### config.mk
export PLATFORM = sky130hd
export DESIGN_NAME = audio_dac_tx
export DESIGN_NICKNAME = d
export VERILOG_FILES = /design/src/rtl/audio_dac_pkg.sv /design/src/rtl/audio_sample_fifo.sv /design/src/rtl/audio_dac_tx.sv
export SDC_FILE = /design/constraint.sdc
export NUM_CORES = 1
export LEC_CHECK = 0
export BUFFER_PORTS_ARGS = -buffer_cell sky130_fd_sc_hd__buf_2
export CORE_MARGIN = 5
export CORE_UTILIZATION = 55
export DETAILED_ROUTE_END_ITERATION = 8
export GPL_TIMING_DRIVEN = 0
export PLACE_DENSITY = 0.73
export SYNTH_ARGS = -nofsm -noshare
export SYNTH_HDL_FRONTEND = slang
export SYNTH_SLANG_ARGS = --single-unit
### constraint.sdc
create_clock -name AUD_BCLK -period 6.71 [get_ports AUD_BCLK]
set_clock_uncertainty 0.05 [all_clocks]
set_input_delay 1.342 -clock AUD_BCLK [delete_from_list [all_inputs] [get_ports AUD_BCLK]]
set_output_delay 1.342 -clock AUD_BCLK [all_outputs]
set_load 0.005 [all_outputs]
### src/rtl/audio_dac_pkg.sv
// audio_dac_pkg: shared state encoding and mode constants for the audio DAC transmitter.
// No ports; imported by audio_dac_tx.
package audio_dac_pkg;
  localparam logic [1:0] IDLE = 2'd0;
  localparam logic [1:0] LEFT = 2'd1;
  localparam logic [1:0] RIGHT = 2'd2;
  localparam int MODE_LJ = 0;
  localparam int MODE_I2S = 1;
endpackage

### src/rtl/audio_sample_fifo.sv
// audio_sample_fifo: stereo frame FIFO with wrapped pointers plus an extra bit for full/empty.
// Ports: clk, rst (async active-low), push/din (write), pop/dout (read, dout shows head),
// full, empty, level (frames stored).
module audio_sample_fifo #(
  parameter int width = 32,
  parameter int depth = 4
) (
  input  logic                     clk,
  input  logic                     rst,
  input  logic                     push,
  input  logic [width-1:0]         din,
  input  logic                     pop,
  output logic [width-1:0]         dout,
  output logic                     full,
  output logic                     empty,
  output logic [$clog2(depth):0]   level
);
  localparam int AW = $clog2(depth);
  logic [AW:0] wp, rp;
  logic [width-1:0] mem [depth];
  assign level = wp - rp;
  assign empty = wp == rp;
  // level can only reach depth (a power of two) when its top bit is set
  assign full = level[AW];
  assign dout = mem[rp[AW-1:0]];
  always_ff @(posedge clk or negedge rst)
    if (!rst) begin
      wp <= '0;
      rp <= '0;
    end else begin
      if (push && !full) wp <= wp + 1'b1;
      if (pop && !empty) rp <= rp + 1'b1;
    end
  always_ff @(posedge clk)
    if (push && !full) mem[wp[AW-1:0]] <= din;
endmodule

### src/rtl/audio_dac_tx.sv
// audio_dac_tx: buffered stereo serializer for an I2S / left-justified audio DAC.
// Ports: AUD_BCLK (bit clock), rst (async active-low), AUD_DACLRCK (1 = left channel),
// wr_valid/wr_left/wr_right/wr_ready (frame producer), AUD_DACDAT (serial data, MSB first),
// frame_done (pulse after right LSB), underrun (pulse when a frame starts on an empty FIFO),
// fifo_level (frames stored).
module audio_dac_tx
  import audio_dac_pkg::*;
#(
  parameter int SAMPLE_W = 16,
  parameter int FIFO_DEPTH = 4,
  parameter int I2S_MODE = 1
) (
  input  logic                          AUD_BCLK,
  input  logic                          rst,
  input  logic                          AUD_DACLRCK,
  input  logic                          wr_valid,
  input  logic [SAMPLE_W-1:0]           wr_left,
  input  logic [SAMPLE_W-1:0]           wr_right,
  output logic                          wr_ready,
  output logic                          AUD_DACDAT,
  output logic                          frame_done,
  output logic                          underrun,
  output logic [$clog2(FIFO_DEPTH):0]   fifo_level
);
  localparam int CW = $clog2(SAMPLE_W + 2);
  localparam logic [CW-1:0] W_C = CW'(SAMPLE_W);
  localparam bit I2S = I2S_MODE == MODE_I2S;
  logic lrck_q, rise, fall, start, full, empty;
  logic [1:0] state;
  logic [CW-1:0] cnt;
  logic [SAMPLE_W-1:0] sh, right_sr, word;
  logic [2*SAMPLE_W-1:0] rd_data;
  assign rise = AUD_DACLRCK & ~lrck_q;
  assign fall = ~AUD_DACLRCK & lrck_q;
  assign start = rise | (fall & state == LEFT);
  assign wr_ready = ~full;
  // a rise starts a new frame (zeros on underrun); a fall switches to the held right word
  assign word = rise ? (empty ? '0 : rd_data[2*SAMPLE_W-1:SAMPLE_W]) : right_sr;
  audio_sample_fifo #(.width(2 * SAMPLE_W), .depth(FIFO_DEPTH)) u_fifo (
    .clk(AUD_BCLK),
    .rst(rst),
    .push(wr_valid & ~full),
    .din({wr_left, wr_right}),
    .pop(rise),
    .dout(rd_data),
    .full(full),
    .empty(empty),
    .level(fifo_level)
  );
  // cnt counts bits driven in the current channel; it parks at SAMPLE_W+1 so frame_done fires once
  always_ff @(posedge AUD_BCLK or negedge rst)
    if (!rst) begin
      state <= IDLE;
      lrck_q <= 1'b0;
      sh <= '0;
      right_sr <= '0;
      cnt <= '0;
      AUD_DACDAT <= 1'b0;
      frame_done <= 1'b0;
      underrun <= 1'b0;
    end else begin
      lrck_q <= AUD_DACLRCK;
      underrun <= rise & empty;
      frame_done <= state == RIGHT && cnt == W_C;
      if (rise) begin
        state <= LEFT;
        right_sr <= empty ? '0 : rd_data[SAMPLE_W-1:0];
      end else if (fall && state == LEFT) state <= RIGHT;
      if (start) begin
        AUD_DACDAT <= I2S ? 1'b0 : word[SAMPLE_W-1];
        sh <= I2S ? word : {word[SAMPLE_W-2:0], 1'b0};
        cnt <= I2S ? '0 : CW'(1);
      end else if (state != IDLE && cnt < W_C) begin
        AUD_DACDAT <= sh[SAMPLE_W-1];
        sh <= {sh[SAMPLE_W-2:0], 1'b0};
        cnt <= cnt + 1'b1;
      end else begin
        AUD_DACDAT <= 1'b0;
        if (state != IDLE && cnt == W_C) cnt <= cnt + 1'b1;
      end
    end
endmodule

==> results.py <==
metrics = {
    "floorplan": {
        "dieArea_mm2": 0.0150,
        "num_rows": 41,
        "fp.dieW_um": 122,
        "die_h_um": 122,
        "core_area_mm2": 0.0125,
        "io_pins": 43,
        "initial_core_util_pct": 55.6,
    },
    "critical_path": {
        "endpoint_kind": "output port",
        "crit_buf_inv": 4,
        "ff2ff_path_depth": 10,
        "rrSetupSlack_ps": 3900,
        "start_kind": "register",
        "crit_fanout": 7,
        "path_delay_family": "adder cells",
        "crit_type": "reg -> out",
        "slowest_stage": "dfrtp_1",
        "path_cells": "inv_1, ha_1, fa_1, xnor3_1, inv_1, buf_4, buf_2",
        "r2r_end": "sh[14]",
        "path_common_cell": "inv_1",
        "cpPeakStageDelay_ps": 380,
        "cp.arrival_ps": 2130,
        "cp.required_ps": 5320,
        "worstReg2RegStart": "u_fifo.rp[1]",
    },
    "place": {
        "place_ws_ps": 3650,
        "routabilityCongestion": 0.812,
        "port_buffers": 42,
        "hpwl_um": 7780,
        "placed_cell_area_mm2": 0.00739,
        "place_inst": 601,
    },
    "timing": {
        "period_share_pct": 52.5,
        "min_period_ps": 3520,
        "drv_slew": 0,
        "fin_tns_setup_ps": 0,
        "rsz0062_at_grt": "no",
        "worst_slack_ps": 3190,
        "hold_viol": 0,
        "hold_ws_ps": 450,
        "setup_viol": 0,
        "tightest_slew_ps": 1080,
        "slew_headroom_pct": 28.3,
        "fmax_mhz": 284,
    },
    "route": {
        "ant_nets": 0,
        "drc": 0,
        "first_iter_violations": 202,
        "vias": 3622,
        "wire_per_inst_um": 19.9,
        "vias_per_cell": 5.72,
        "dr.pass1.iters": 5,
        "wl_um": 12600,
    },
    "cells_and_area": {
        "area_growth_pct": 15.8,
        "final_cell_area_mm2": 0.00803,
        "fillCellCount": 853,
        "antenna_cells": 0,
        "drive_above_1_share_pct": 26.0,
        "stdcell_count": 633,
        "num-nets-final": 494,
        "layout.core_utilization_pct": 64.4,
    },
    "grt": {
        "grt_pass1_vias": 3797,
        "grt.overflow.total": 0,
        "grt_pass1_wl_um": 20300,
        "track_usage_pct": 18.6,
        "antenna_found_initial": 0,
        "grt_max_degree": 50,
    },
    "cts": {
        "worstSkewPairLatency_ps": 420,
        "htree_num_levels": 4,
        "postCtsSetupBuffers": 0,
        "cts.sink_count": 177,
        "cts.path.max_buffers": 2,
        "cts_tree": "done",
        "cts_root_buffer": "clkbuf_16",
        "path_clk_slew_ps": 60,
        "hold_buffers": 0,
        "cts-buffers-inserted": 17,
        "cts_resized": 0,
    },
    "hold_path": {
        "min_delay_path_depth": 2,
        "hp-start": "sh[6]",
        "min_path_type": "reg -> reg",
        "hold_end": "sh[6]",
    },
    "synth": {
        "synth_top_family_by_area": "multiplexers",
        "synth_edf_count": 128,
        "yosysMostFrequentCell": "edfxtp_1",
        "yosysSeqAreaShare_pct": 73.1,
        "synth_xor_area_share_pct": 0.956,
        "yosys_warnings": 0,
        "ys_types": 43,
        "synthTopCellsByCount": "128 x edfxtp_1, 49 x dfrtp_1, 32 x mux4_2, 29 x nand3_1, 20 x nand2_1",
        "async_flop_share_pct": 27.7,
        "synth_cells": 386,
        "ys_seq_elements": 177,
        "synth_area_per_cell_um2": 18.0,
        "synth-simple-area-share_pct": 6.15,
        "synth_top_area_share_pct": 55.4,
        "muxShareOfSynthArea_pct": 10.7,
        "synth_area_mm2": 0.00694,
        "yosysTopAreaCell": "edfxtp_1",
        "synth_area_leaders": "edfxtp_1 55%, dfrtp_1 18%, mux4_2 10%",
        "synth_nets": 432,
        "synthAdderAreaFrac_pct": 1.91,
        "synthFlopType": "edfxtp_1",
        "synth-compound-area-share_pct": 4.98,
    },
    "power_and_ir_drop": {
        "vdd_ir_drop_max_uv": 217,
        "p_leak_nw": 2.99,
        "power_mw": 3.64,
        "p_per_area_mw_per_mm2": 453,
    },
    "flow_run": {
        "max_cap_viol_count": 0,
    },
    "run_status": {
        "outcome": "finished, final reports clean",
    },
}
## cells in the final DEF (no fill, tap or decap), drive strengths merged, types with 2 or more instances in the layout
master,n
nand2,20
ha,9
a22o,16
a21oi,7
a22oi,14
and3,4
mux4,32
nor2b,3
nand2b,2
inv,13
nand3,29
clkinv,4
o21ai,4
nor2,8
bufinv,5
edfxtp,128
xor2,3
clkbuf,33
xnor2,2
dfrtp,49
buf,54
nor3,3
## where the power goes
part	internal, mW	total (mW)	leakage, nW	switching, mW
registers	1.50	1.63	1.78	0.126
clock network	0.680	1.06	0.314	0.384
logic	0.437	0.942	0.897	0.505
## cell families after synthesis
family / Yosys count
DFF: 177
and+or+nand+nor: 78
AOI/OAI and AO/OA: 47
buffers and inverters: 34
muxes: 34
adders and majority gates: 10
xor gates and xnor gates: 6
## how the worst max path moves through the flow
stage          slack [ps]           endpoint    startpoint  cells after the start
6_report             3190      fifo_level[2]  u_fifo.wp[0]                      7
5_1_grt              3080      fifo_level[2]  u_fifo.wp[0]                      7
4_1_cts              3180      fifo_level[2]  u_fifo.wp[0]                      7
3_5_place_dp         3650      fifo_level[2]  u_fifo.wp[0]                      7
3_3_place_gp         3310  u_fifo.mem[3][20]      wr_valid                      2
2_1_floorplan        3860      fifo_level[2]  u_fifo.wp[0]                      6
## layer usage
layer  share of wire [%]  vias up  track usage, %
met1                  40     1876            23.5
li1                    -     1636               -
met2                  53       98            31.1
met3                 4.3       12            4.42
met4                 1.7        0            7.63
met5                   0        -               0
## sequential cells by signal (all words and copies together) (netlist names), 2 cells and up
signal      cells
right_sr       16
u_fifo.mem    128
cnt             5
sh             16
u_fifo.wp       3
u_fifo.rp       3
state           2
## worst min-delay path: stages (launching register included)
cell	delay, ps
dfrtp_1	340
nand2_1	60
nand3_1	70
## cell type report
type	count	area, um^2	share of cell area, %
tap	172	215	2.68
buffer	22	108	1.34
clock inverter	10	180	2.24
sequential	177	5070	63.1
inverter	12	45.0	0.561
clock buffer	22	464	5.78
multi-input combinational	175	1720	21.4
timing repair buffer	43	230	2.87
Power figures use the tool's default switching activity.
